`src/rtl/ppu_interrupt_pkg.sv`:
```
// rtl/ppu_interrupt_pkg.sv - shared PPU interrupt constants and flag-merge helper
package ppu_interrupt_pkg;

   localparam int INT_SOURCE_COUNT = 8;

   localparam int INT_BURST_FALL   = 0;
   localparam int INT_BURST_RISE   = 1;
   localparam int INT_CSYNC_FALL   = 2;
   localparam int INT_CSYNC_RISE   = 3;
   localparam int INT_HBLANK_RISE  = 4;
   localparam int INT_HBLANK_FALL  = 5;
   localparam int INT_VBLANK_RISE  = 6;
   localparam int INT_VBLANK_FALL  = 7;

   typedef logic [INT_SOURCE_COUNT-1:0] int_mask_t;

   // A clear that coincides with a new hit keeps only the new hit.
   function automatic int_mask_t merge_flags(input int_mask_t flags,
                                             input int_mask_t hits,
                                             input logic      clear_all);
      return clear_all ? hits : (flags | hits);
   endfunction

endpackage

```
`src/rtl/ppu_interrupt_edge.sv`:
```
// rtl/ppu_interrupt_edge.sv - 2-flop synchronizer plus previous flop with rise/fall detect
module ppu_interrupt_edge #(
   parameter logic RESET_LEVEL = 1'b0
) (
   input  logic clock,
   input  logic reset,
   input  logic async_in,
   output logic rise,
   output logic fall
);

   logic sync_q1;
   logic sync_q2;
   logic prev_q;

   // Reset to the idle level so a quiet input never looks like an edge at release.
   always_ff @(posedge clock or negedge reset) begin
      if (!reset) begin
         sync_q1 <= RESET_LEVEL;
         sync_q2 <= RESET_LEVEL;
         prev_q  <= RESET_LEVEL;
      end else begin
         sync_q1 <= async_in;
         sync_q2 <= sync_q1;
         prev_q  <= sync_q2;
      end
   end

   assign rise =  sync_q2 & ~prev_q;
   assign fall = ~sync_q2 &  prev_q;

endmodule

```
`src/rtl/ppu_interrupt.sv`:
```
// rtl/ppu_interrupt.sv - sticky edge-triggered interrupt flags for PPU video timing strobes
module ppu_interrupt
   import ppu_interrupt_pkg::*;
(
   input  logic       clock,
   input  logic       reset,
   input  logic [7:0] int_enabled_i,
   input  logic       int_clear_all_i,
   output logic [7:0] int_triggered_o,
   output logic       int_any_triggered_o,
   input  logic       burst_n,
   input  logic       csync_n,
   input  logic       hblank,
   input  logic       vblank
);

   logic burst_rise, burst_fall;
   logic csync_rise, csync_fall;
   logic hblank_rise, hblank_fall;
   logic vblank_rise, vblank_fall;

   int_mask_t events;
   int_mask_t hits;
   int_mask_t flags_q;

   ppu_interrupt_edge #(.RESET_LEVEL(1'b1)) u_burst (
      .clock    (clock),
      .reset    (reset),
      .async_in (burst_n),
      .rise     (burst_rise),
      .fall     (burst_fall)
   );

   ppu_interrupt_edge #(.RESET_LEVEL(1'b1)) u_csync (
      .clock    (clock),
      .reset    (reset),
      .async_in (csync_n),
      .rise     (csync_rise),
      .fall     (csync_fall)
   );

   ppu_interrupt_edge #(.RESET_LEVEL(1'b0)) u_hblank (
      .clock    (clock),
      .reset    (reset),
      .async_in (hblank),
      .rise     (hblank_rise),
      .fall     (hblank_fall)
   );

   ppu_interrupt_edge #(.RESET_LEVEL(1'b0)) u_vblank (
      .clock    (clock),
      .reset    (reset),
      .async_in (vblank),
      .rise     (vblank_rise),
      .fall     (vblank_fall)
   );

   always_comb begin
      events                  = '0;
      events[INT_BURST_FALL]  = burst_fall;
      events[INT_BURST_RISE]  = burst_rise;
      events[INT_CSYNC_FALL]  = csync_fall;
      events[INT_CSYNC_RISE]  = csync_rise;
      events[INT_HBLANK_RISE] = hblank_rise;
      events[INT_HBLANK_FALL] = hblank_fall;
      events[INT_VBLANK_RISE] = vblank_rise;
      events[INT_VBLANK_FALL] = vblank_fall;
   end

   // Disabled events are dropped here, so enabling later cannot replay them.
   assign hits = events & int_enabled_i;

   always_ff @(posedge clock or negedge reset) begin
      if (!reset) begin
         flags_q <= '0;
      end else begin
         flags_q <= merge_flags(flags_q, hits, int_clear_all_i);
      end
   end

   assign int_triggered_o     = flags_q;
   assign int_any_triggered_o = |flags_q;

endmodule

```
`config.mk`:
```
export PLATFORM = sky130hd
export DESIGN_NAME = ppu_interrupt
export DESIGN_NICKNAME = d
export VERILOG_FILES = /design/src/rtl/ppu_interrupt_pkg.sv /design/src/rtl/ppu_interrupt_edge.sv /design/src/rtl/ppu_interrupt.sv
export SDC_FILE = /design/constraint.sdc
export NUM_CORES = 1
export LEC_CHECK = 0
export ABC_AREA = 1
export CAP_MARGIN = 25
export CORE_ASPECT_RATIO = 0.75
export CORE_UTILIZATION = 38
export DETAILED_ROUTE_END_ITERATION = 8
export DONT_BUFFER_PORTS = 1
export SYNTH_ARGS = -nofsm -noshare
export SYNTH_HDL_FRONTEND = slang
export SYNTH_SLANG_ARGS = --single-unit
```
`constraint.sdc`:
```
create_clock -name clock -period 1.25 [get_ports clock]
set_clock_uncertainty 0.1 [all_clocks]
set_input_delay 0.125 -clock clock [delete_from_list [all_inputs] [get_ports clock]]
set_output_delay 0.125 -clock clock [all_outputs]
set_load 0.03 [all_outputs]
```
# Yosys cells after proc, flatten, opt, wreduce, memory -nomap -nowiden
# Cells that the tools add are included.
[totals] ff_bits=20 out_inout_bits=9 wordCells=33
[op_classes] mux=1 bitwise=18 reduce_logical=1
[op_table] operator="bitwise AND 1 bit" n=8
[op_table] operator="bitwise AND 8 bit" n=1
[op_table] operator="2-to-1 mux 8 bit" n=1
[op_table] operator="NOT 1 bit" n=8
[op_table] operator="bitwise OR 8 bit" n=1
[op_table] operator="OR reduction 8 bit" n=1

# Depth between registers and ports, before layout
[logic_depth] ltp_word=5 depth_mapped=4

# Cells and area by module
# A second synthesis with hierarchy kept.
[hier_totals] hier_cells=67 hier_area_um2=694.4
[modules_own_cells] module="ppu_interrupt" instances=1 cells_each=39 area_per_inst_um2=326.6 seq_area_each_um2=200.2
[modules_own_cells] module="ppu_interrupt_edge (u_burst ...)" instances=2 cells_each=7 area_per_inst_um2=93.8 seq_area_each_um2=78.8
[modules_own_cells] module="ppu_interrupt_edge (u_hblank ...)" instances=2 cells_each=7 area_per_inst_um2=90.1 seq_area_each_um2=75.1

# Worst setup path after synthesis
# OpenSTA, ideal clock, no wires.
[synth_path] path_type="register to output" start="reg flags_q[4], in the netlist int_triggered_o[4]" end="out int_any_triggered_o" arrival_ps=896 required_ps=1025 setup_slack_ps=129 path_stages_with_launch=5 path_buffers=0 path_cell_list="dfrtp_1 inv_1 nand2_1 nor2_1 nand2_1"
[synth_between] elab_chain_cells=1
[synth_rtl] item="start: declaration" line="ppu_interrupt.sv:24" text="int_mask_t flags_q;"
[synth_rtl] item="start signal: assignment" line="ppu_interrupt.sv:77" text="flags_q <= merge_flags(flags_q, hits, int_clear_all_i);"
[synth_rtl] item="OR reduction 8 bit" line="ppu_interrupt.sv:82" text="assign int_any_triggered_o = |flags_q;"
[synth_rtl] item="end: declaration" line="ppu_interrupt.sv:10" text="output logic int_any_triggered_o,"
# Every way passes these cells.

# Final worst setup path
# Ends and elaborated chain as after synthesis.

==> impl_metrics.py <==
metrics = {
    "clock_network": {
        "cts_root_buf": "clkbuf_4",
        "cts.sinks": 20,
        "cts.reportedPaths.clkPinSlew_ns": 0.11,
        "htree_levels": 1,
        "cts_tree": "built",
        "cts_buffers": 3,
        "insertion_delay_ns": 0.29,
        "cts_buffer_depth": 2,
    },
    "finish": {
        "regArea_um2": 508,
        "layout-drive-gt1-share_pct": 47.1,
        "num_antenna_cells": 0,
        "multi_input_area_um2": 163,
        "syn2layout_area_growth_pct": 55.7,
        "fin_util_pct": 66.3,
        "fin_nets": 101,
        "layout.filler_cells": 121,
        "fin_cells": 106,
    },
    "floorplanning": {
        "std_cell_rows": 12,
        "core_um2": 1560,
        "initial_core_util_pct": 42.5,
        "die-area_um2": 1920,
        "die_x_um": 50.3,
        "dieHeight_um": 38.2,
        "ios": 24,
    },
    "detailed_routing": {
        "drt_iter0_drc": 0,
        "wl_mm": 1.36,
        "vias": 484,
        "vias_per_cell": 4.57,
        "highest_layer": "met4",
        "route.met3.wl_um": 88,
        "routed-wl-met2_um": 685,
        "ant_nets": 0,
        "dr.pass1.iters": 1,
        "wl_met1_um": 577,
        "drcViolationCount": 0,
        "wl_per_cell_um": 12.8,
    },
    "synth": {
        "ys_warn_count": 0,
        "seq_area_frac_synth_pct": 76.5,
        "ys_types": 7,
        "synth_cells": 51,
        "syn_area_um2": 664,
        "synth_compound_area_share_pct": 6.03,
        "synth-seq-cells": 20,
        "syn_nets": 66,
        "syn_avg_cell_area_um2": 13.0,
        "synth-xor-area-share_pct": 0,
        "synthMuxAreaShare_pct": 0,
        "synth_top_family_by_area": "simple AND/OR/NAND/NOR gates",
        "synth_fa_ha_area_share_pct": 0,
        "synth-simple-area-share_pct": 13.0,
    },
    "setup_path": {
        "startpoint_type": "flop",
        "required_ns": 1.02,
        "cp_slowest_stage_delay_ns": 0.40,
        "reg2regPathDepth": 6,
        "crit_buf_inv": 1,
        "slowest_stage": "dfrtp_1",
        "critPathArrivalTime_ns": 1.04,
        "r2r-end": "int_triggered_o[2]$_DFF_PN0_",
        "path_depth": 4,
        "endpoint": "int_any_triggered_o",
        "cp_max_fo": 2,
        "r2r-start": "int_triggered_o[2]$_DFF_PN0_",
        "startpoint": "int_triggered_o[4]$_DFF_PN0_",
        "critPathTopFamily": "flip-flops",
        "crit_path_end_kind": "output port",
        "path_cells": "inv_2 > nand2_2 > nor2_4 > nand2_4",
        "r2r_setup_slack_ns": 0.06,
        "path_class": "flop to output port",
    },
    "timing": {
        "final_max_slew_viol_count": 0,
        "fin_crit_sh_pct": 101,
        "worst_pin_slew_ns": 0.902,
        "slew_headroom_pct": 39.7,
        "min_period_ns": 1.26,
        "finalSetupViolCount": 1,
        "hold_violations": 0,
        "rsz0062_at_grt": "yes",
        "fin_ws_ns": -0.0148,
        "clock.fmax_mhz": 791,
    },
    "placement": {
        "routabilityCongestion": 0.635,
        "dp_hpwl_um": 716,
        "numPlacedInstances": 80,
        "port_buffers": 0,
    },
    "global_route": {
        "grt_pass1_vias": 475,
        "grt_max_degree": 21,
        "grt_usage_pct": 16.3,
        "grt_pass1_wl_mm": 2.08,
        "antenna_found_initial": 0,
        "overflow": 0,
    },
    "power": {
        "irDropWorstVdd_uv": 1140,
        "leakagePower_nw": 0.477,
        "p_per_area_nw_per_um2": 1280,
        "power.total_w": 0.00132,
    },
    "flow_run": {
        "max_cap_viol_count": 0,
    },
    "status": {
        "violations": "setup timing",
        "run_status": "finished with violations",
    },
    "hold_path": {
        "hp-class": "flop to flop",
        "hold_depth": 0,
    },
}
==> synth_stat cells <==
| cell | instances | area share (%) |
|---|---|---|
| dfrtp_1 | 14 | 53 |
| nand3b_1 | 8 | 9.0 |
| o21ai_0 | 8 | 6.0 |
| inv_1 | 8 | 4.5 |
| nand2_1 | 5 | 2.8 |
| nor2_1 | 2 | 1.1 |
| dfstp_2 | 6 | 24 |
==> kinds of logic after synthesis <==
logic type      after synthesis
buf+inv                       8
flops                        20
simple gates                 15
compound gates                8
==> routing by layer <==
layer / up-vias / track usage (%)
met4: 0 / 4.29
met5: - / 0
li1: 232 / -
met3: 2 / 7.94
met2: 17 / 29.3
met1: 233 / 17.2
==> where the power goes <==
group	switching, W	total, W	internal [W]
clock network	0.000181	0.000359	0.000177
logic	0.000129	0.000243	0.000114
registers	0.0000235	0.000718	0.000694
==> worst reg2reg max path, delay by kind of cell (launching register included) <==
family,cells,cell delay [ns]
flip-flops,1,0.39
buffers and inverters,5,0.53
AO/OA/AOI/OAI,1,0.11
==> layout by cell type, fill, tap and decap left out <==
cell type | synthesis | final
inv_1 | 8 | 2
buf_4 | 0 | 13
clkbuf_4 | 0 | 3
dfrtp_1 | 14 | 14
nand3b_1 | 8 | 8
buf_6 | 0 | 3
dfstp_2 | 6 | 6
o21ai_2 | 0 | 1
o21ai_0 | 8 | 7
clkbuf_8 | 0 | 1
nand2_4 | 0 | 1
nand2_2 | 0 | 4
dlygate4sd3_1 | 0 | 14
nor2_4 | 0 | 2
inv_2 | 0 | 6
==> timing repair <==
action                                 4_1_cts  5_1_grt
gates resized for setup                      4       17
pin swaps                                    4        3
buffers inserted                             5        3
endpoints found under the hold margin       32        0
setup endpoints to repair                    1        3
hold buffers                                14        0
==> per-stage QoR <==
step	TNS (ns)	hold WS, ns	setup slack [ns]	instance area (um^2)
after global placement	0	-0.270	0.230	751
after detailed placement	0	-0.270	0.219	751
after floorplan	0	-0.271	0.129	664
final	-0.0148	0.255	-0.0148	1030
after global routing	-0.0902	0.251	-0.0902	1030
after CTS	-0.0616	0.248	-0.0616	977
==> worst min path at each step <==
stage / start / endpoint / slack [ns]
CTS: csync_n / u_csync.sync_q1$_DFF_PN1_ / 0.25
global placement: reset / u_vblank.prev_q$_DFF_PN0_ / -0.27
global route: csync_n / u_csync.sync_q1$_DFF_PN1_ / 0.25
finish: u_vblank.sync_q1$_DFF_PN0_ / u_vblank.sync_q2$_DFF_PN0_ / 0.26
detailed placement: reset / int_triggered_o[7]$_DFF_PN0_ / -0.27
floorplan: reset / int_triggered_o[0]$_DFF_PN0_ / -0.27
==> cell type report <==
type / instances / share of cell area [%]
repair buffers: 30 / 26.2
well taps: 21 / 2.54
clock buffers: 4 / 3.51
inverters: 8 / 2.90
multi-input cells: 23 / 15.7
flip-flops and latches: 20 / 49.1
==> sequential cells by signal, indices dropped and copies added, names as in the netlist <==
signal,flops
u_burst.sync_q1,1
u_csync.prev_q,1
int_triggered_o,8
u_vblank.sync_q2,1
u_hblank.sync_q1,1
u_hblank.prev_q,1
u_hblank.sync_q2,1
u_vblank.sync_q1,1
u_csync.sync_q1,1
u_csync.sync_q2,1
u_burst.prev_q,1
u_vblank.prev_q,1
u_burst.sync_q2,1
(Power assumes the default switching activity.)
